File: src/rtl/mem_arb_pkg.sv
// Shared types for the bmem line-port arbiters: owner/state encodings, request payload, line-address helper.
package mem_arb_pkg;

    localparam int unsigned LINE_OFF_W = 5;
    localparam int unsigned ADDR_W     = 32;
    localparam int unsigned LINE_W     = 256;

    typedef enum logic [1:0] {
        OWN_NONE = 2'd0,
        OWN_D    = 2'd1,
        OWN_I    = 2'd2,
        OWN_PF   = 2'd3
    } owner_t;

    typedef enum logic [1:0] {
        IDLE  = 2'd0,
        BUSY  = 2'd1,
        DRAIN = 2'd2
    } state_t;

    typedef struct packed {
        logic [ADDR_W-1:0] addr;
        logic              read;
        logic              write;
        logic [LINE_W-1:0] wdata;
    } mem_req_t;

    // Clears the byte-in-line offset so the adapter always sees a line-aligned address.
    function automatic logic [ADDR_W-1:0] line_addr(input logic [ADDR_W-1:0] a);
        return a & ~ADDR_W'((1 << LINE_OFF_W) - 1);
    endfunction

endpackage

File: src/rtl/mem_arb_pick.sv
// Combinational priority select: starved icache, then dcache, then icache, then prefetch.
module mem_arb_pick
    import mem_arb_pkg::*;
(
    input  logic   d_req,
    input  logic   i_req,
    input  logic   pf_req,
    input  logic   starved,
    output owner_t pick_c
);

    always_comb begin
        pick_c = OWN_NONE;
        if (starved && i_req) begin
            pick_c = OWN_I;
        end else if (d_req) begin
            pick_c = OWN_D;
        end else if (i_req) begin
            pick_c = OWN_I;
        end else if (pf_req) begin
            pick_c = OWN_PF;
        end
    end

endmodule

File: src/rtl/mem_req_arbiter.sv
// Shares the single line-wide bmem adapter port among dcache, icache and prefetcher, one line in flight.
// Optional MEM_ARB_PF_MERGE_EN folds an icache read into an in-flight prefetch of the same line.
module mem_req_arbiter
    import mem_arb_pkg::*;
#(
    parameter int unsigned STARVE_LIMIT = 4,
    parameter int unsigned CNT_W        = 4
) (
    input  logic              clk,
    input  logic              rst,
    input  logic [ADDR_W-1:0] dcache_addr,
    input  logic              dcache_read,
    input  logic              dcache_write,
    input  logic [LINE_W-1:0] dcache_wdata,
    output logic [LINE_W-1:0] dcache_rdata,
    output logic              dcache_resp,
    input  logic [ADDR_W-1:0] icache_addr,
    input  logic              icache_read,
    output logic [LINE_W-1:0] icache_rdata,
    output logic              icache_resp,
    input  logic [ADDR_W-1:0] pf_addr,
    input  logic              pf_read,
    output logic [LINE_W-1:0] pf_rdata,
    output logic              pf_resp,
    output logic [ADDR_W-1:0] mem_addr,
    output logic              mem_read,
    output logic              mem_write,
    output logic [LINE_W-1:0] mem_wdata,
    input  logic [LINE_W-1:0] mem_rdata,
    input  logic              mem_resp,
    output logic [1:0]        owner
);

    state_t           state_q, state_d;
    owner_t           owner_q, owner_d;
    owner_t           pick_c;
    mem_req_t         req_q, req_d;
    logic [CNT_W-1:0] cnt_q, cnt_d;
    logic             merge_q, merge_d;
    logic             merge_now_c, starved_c, done_c;

    assign starved_c = (cnt_q == CNT_W'(STARVE_LIMIT));
    assign done_c    = (state_q == BUSY) && mem_resp;

    mem_arb_pick u_pick (
        .d_req   (dcache_read | dcache_write),
        .i_req   (icache_read),
        .pf_req  (pf_read),
        .starved (starved_c),
        .pick_c  (pick_c)
    );

`ifdef MEM_ARB_PF_MERGE_EN
    assign merge_now_c = (state_q == BUSY) && (owner_q == OWN_PF) && icache_read
                         && (line_addr(icache_addr) == req_q.addr);
`else
    assign merge_now_c = 1'b0;
`endif

    // Completion is routed only to the owner (and to a merged icache).
    always_comb begin
        dcache_resp  = done_c && (owner_q == OWN_D);
        icache_resp  = done_c && ((owner_q == OWN_I) || merge_q || merge_now_c);
        pf_resp      = done_c && (owner_q == OWN_PF);
        dcache_rdata = dcache_resp ? mem_rdata : '0;
        icache_rdata = icache_resp ? mem_rdata : '0;
        pf_rdata     = pf_resp     ? mem_rdata : '0;
    end

    always_comb begin
        state_d = state_q;
        owner_d = owner_q;
        req_d   = req_q;
        cnt_d   = cnt_q;
        merge_d = merge_q;
        unique case (state_q)
            IDLE: begin
                if (pick_c != OWN_NONE) begin
                    state_d = BUSY;
                    owner_d = pick_c;
                end
                unique case (pick_c)
                    OWN_D: begin
                        req_d.addr  = line_addr(dcache_addr);
                        req_d.write = dcache_write;
                        req_d.read  = ~dcache_write;
                        req_d.wdata = dcache_wdata;
                        if (icache_read && !starved_c) begin
                            cnt_d = cnt_q + CNT_W'(1);
                        end
                    end
                    OWN_I: begin
                        req_d.addr  = line_addr(icache_addr);
                        req_d.read  = 1'b1;
                        req_d.write = 1'b0;
                        req_d.wdata = '0;
                        cnt_d       = '0;
                    end
                    OWN_PF: begin
                        req_d.addr  = line_addr(pf_addr);
                        req_d.read  = 1'b1;
                        req_d.write = 1'b0;
                        req_d.wdata = '0;
                    end
                    default: ;
                endcase
            end
            BUSY: begin
                merge_d = merge_q | merge_now_c;
                if (merge_now_c) begin
                    cnt_d = '0;
                end
                if (mem_resp) begin
                    req_d.read  = 1'b0;
                    req_d.write = 1'b0;
                    owner_d     = OWN_NONE;
                    state_d     = DRAIN;
                end
            end
            DRAIN: begin
                merge_d = 1'b0;
                state_d = IDLE;
            end
            default: state_d = IDLE;
        endcase
    end

    always_ff @(posedge clk or posedge rst) begin
        if (rst) begin
            state_q <= IDLE;
            owner_q <= OWN_NONE;
            req_q   <= '0;
            cnt_q   <= '0;
            merge_q <= 1'b0;
        end else begin
            state_q <= state_d;
            owner_q <= owner_d;
            req_q   <= req_d;
            cnt_q   <= cnt_d;
            merge_q <= merge_d;
        end
    end

    assign mem_addr  = req_q.addr;
    assign mem_read  = req_q.read;
    assign mem_write = req_q.write;
    assign mem_wdata = req_q.wdata;
    assign owner     = owner_q;

`ifndef SYNTHESIS
    always @(posedge clk) begin
        if (!rst) begin
            assert (!(dcache_read && dcache_write))
                else $error("dcache_read and dcache_write asserted together");
            assert (!(mem_resp && (state_q != BUSY)))
                else $error("mem_resp received with no transaction outstanding");
        end
    end
`endif

endmodule

File: config.mk
export PLATFORM = sky130hd
export DESIGN_NAME = mem_req_arbiter
export DESIGN_NICKNAME = d
export VERILOG_FILES = /design/src/rtl/mem_arb_pkg.sv /design/src/rtl/mem_arb_pick.sv /design/src/rtl/mem_req_arbiter.sv
export SDC_FILE = /design/constraint.sdc
export NUM_CORES = 1
export LEC_CHECK = 0
export ABC_AREA = 1
export BUFFER_PORTS_ARGS = -buffer_cell sky130_fd_sc_hd__buf_2
export CORE_AREA = 5 5 643 645
export DETAILED_ROUTE_END_ITERATION = 10
export DIE_AREA = 0 0 648 650
export PLACE_DENSITY_LB_ADDON = 0.15
export SLEW_MARGIN = 30
export SYNTH_ARGS = -nofsm -noshare
export SYNTH_HDL_FRONTEND = slang
export SYNTH_SLANG_ARGS = --single-unit
File: constraint.sdc
create_clock -name clk -period 17 [get_ports clk]
set_input_delay 3.4 -clock clk [delete_from_list [all_inputs] [get_ports clk]]
set_output_delay 3.4 -clock clk [all_outputs]
set_load 0.03 [all_outputs]
==> reports/results.ini <==
[clock_network]
clock_latency_ns = 0.61
clock-root-buffer = clkbuf_16
cts_tree = yes
cts_max_level = 2
cts_sinks = 293
clk_pin_slew_ns = 0.05
cts_setup_buffers = 0
cts_hold_buf = 0
cts_resized = 0
cts_buffers = 41
cts.path.max_buffers = 3

[floorplan]
fp.dieW_um = 648
pin_count = 1678
dieArea_um2 = 421000
dieHeight_um = 650
rows = 235
start_util_pct = 4.21
core-area_um2 = 408000

[worst_setup_path]
reg2reg_slack_ns = 12.84
crit_type = in -> out
r2r_start = state_q[1]
endpoint = icache_rdata[5]
path_depth = 8
rr_endpoint = mem_wdata[200]
cpMostUsedCell = buf_2
cp-start-kind = input port
crit_path_top_delay_cell = buf_4
cp_max_fo = 132
critical-path-top-delay-family = buffers and inverters
end_kind = output port
crit_chain = buf_2 -> nand2_2 -> nor3_4 -> inv_8 -> buf_4 -> buf_12 -> nor2_1 -> buf_2
required_ns = 13.60
cpPeakStageDelay_ns = 0.61
cp.arrival_ns = 6.09
worst-path-buf-inv = 5
worstRegToRegCells = 8
cp-startpoint = mem_resp

[timing]
setup_viol = 0
tns_ns = 0
slew_violations = 0
fin_ws_ns = 7.51
worst_pin_slew_ns = 0.980
max_freq_ghz = 0.105
slew_headroom_pct = 34.7
hold_viol = 0
post-route-period-util_pct = 55.8
layout_min_cycle_time_ns = 9.49
rsz0062_at_grt = false
skew_ns = 0.0189

[place]
dpl.hpwl_um = 220000
dpl_cell_area_um2 = 31100
pre_cts_slack_ns = 7.62
gp_congestion = 0.893
io_buffers = 1657

[global_routing]
grt.overflow.total = 0
grt_start_max_net_pins = 133
antenna_found_initial = 115
first_global_vias = 23894
grt_pass1_wl_um = 304000
grtUsageTotal_pct = 11.3

[synth]
yosys_most_used_dff = dfrtp_1
ys_ff_latch = 293
synthDistinctLibCells = 23
ys_top_cells_by_area = dfrtp_1 (43%), nor2_1 (18%), nand2_1 (13%)
async_flop_share_pct = 100
yosysWarnings = 0
syn_area_um2 = 17200
synth_edf_count = 0
yosysTopAreaCell = dfrtp_1
syn_area_per_cell_um2 = 6.67
seq_area_frac_synth_pct = 42.7
syn_inst = 2572
yosysTopAreaCellShare_pct = 42.7

[run_status]
outcome = finished clean

[route]
viasPerCell = 2.51
final_antenna_net_count = 0
drt_iter0_markers = 1829
drc = 0
drt_first_pass_iters = 5
wl_per_cell_um = 25.9
num_vias = 24319
drt-total-wl_um = 251000

[power]
vdd_drop_max_uv = 100
intPower_mw = 2.14
power_leakage_nw = 18.4
power_mw = 4.95
power_density_nw_per_um2 = 152
p_sw_mw = 2.82
p_seq_share_pct = 24.1
combPwrFrac_pct = 57.9
sw_frac_of_total_pct = 56.9
pwr-share-clk_pct = 18.0

[final_layout]
postLayoutCellArea_um2 = 32600
fin_nets = 4731
drive_above_1_share_pct = 42.6
syn2layout_area_growth_pct = 89.9

[hold_path]
hp-class = reg -> reg

[job]
maxCapViolCount = 0

[worst register-to-register path: stages, from the launching register on]
cell and delay (ns):
dfrtp_1 0.38, nor2_1 0.12, nand2_4 0.42, buf_4 0.67
buf_4 0.74, buf_4 0.75, buf_6 0.74, nand2_1 0.20
nand2_1 0.10
[layer usage]
metal / vias up / GRT usage (%) / wire length, um
met5: - / 0 / 212
met4: 28 / 3.97 / 9070
met3: 265 / 3.50 / 20200
met2: 1292 / 20.5 / 129000
met1: 11961 / 12.2 / 92100
li1: 10773 / - / -
[cells by family (layout without fill, tap and decap cells)]
logic type,after synthesis,in the layout,synth area share (%)
other,1,84,0.0218
and+or+nand+nor,1774,1774,41.5
adders and majority gates,2,2,0.146
buffers and inverters,493,2060,15.3
AOI/OAI and AO/OA,7,7,0.233
DFF,293,293,42.7
xor gates and xnor gates,2,2,0.102
[how the worst min path moves through the flow]
stage                        start             end  slack [ns]  cells after the start
CTS                  mem_wdata[85]   mem_wdata[85]        0.48                      2
detailed placement   mem_wdata[85]   mem_wdata[85]        0.46                      2
global route         mem_wdata[73]   mem_wdata[73]        0.49                      2
floorplan               state_q[1]      state_q[0]        0.47                      1
finish              mem_wdata[249]  mem_wdata[249]        0.47                      2
global placement     mem_wdata[96]   mem_wdata[96]        0.46                      2
[synth_stat cells (3+ instances only)]
cell / number
inv_2: 5
buf_4: 19
o21ai_0: 4
or2_2: 3
or2_1: 10
nand2_1: 608
nand3_1: 303
inv_1: 298
nor2_1: 843
nor3_4: 3
dfrtp_1: 293
buf_6: 80
buf_2: 83
clkbuf_1: 8
[stage by stage]
stage / hold slack, ns / instances / utilization, %
floorplan: 0.472 / 2576 / -
global placement: 0.461 / 9522 / 7.63
detailed placement: 0.459 / 9522 / 7.63
CTS: 0.477 / 9594 / 7.95
global route: 0.487 / 9637 / 7.98
finish: 0.470 / 9673 / 8.00
[area by class of cell]
cell class | count | area (um2)
Clock buffer | 59 | 1170
Sequential cell | 293 | 7330
Inverter | 303 | 1180
Timing Repair Buffer | 1685 | 8540
Clock inverter | 13 | 124
Tap cell | 5451 | 6820
Fill cell | 48683 | 375000
Antenna cell | 79 | 198
Multi-Input combinational cell | 1790 | 7230
[flip-flops by register name (all words and copies together), names as in the netlist]
name,flops
mem_wdata,256
mem_addr,27
cnt_q,4
owner,2
state_q,2
mem_read,1
mem_write,1
[power by group through the flow]
stage	Clock [mW]	Combinational [mW]	Sequential [mW]
5_1_grt	0.964	3.08	1.24
2_1_floorplan	0	1.12	1.80
3_5_place_dp	0	2.96	1.20
4_1_cts	0.954	2.96	1.20
3_3_place_gp	0	2.97	1.20
6_report	0.890	2.87	1.19
[layout by cell type (no fill, tap or decap)]
master     instances
a31oi_1            1
buf_12             2
buf_2           1657
buf_4             23
buf_6              3
bufinv_16          1
clkbuf_1          10
clkbuf_16         41
clkbuf_8           8
clkinv_2           6
clkinv_4           1
conb_1             5
dfrtp_1          293
diode_2           79
ha_1               2
inv_1            297
inv_16             1
inv_6              4
inv_8              6
nand2_1          607
nand2_2            2
nand2_4            1
nand3_1          303
nor2_1           843
nor2_2             2
nor3_4             3
o21ai_0            4
o22ai_1            1
o31ai_1            1
or2_1             10
or2_2              3
xnor2_1            1
xor2_1             1
No activity file was read; power rests on OpenSTA's default activity.
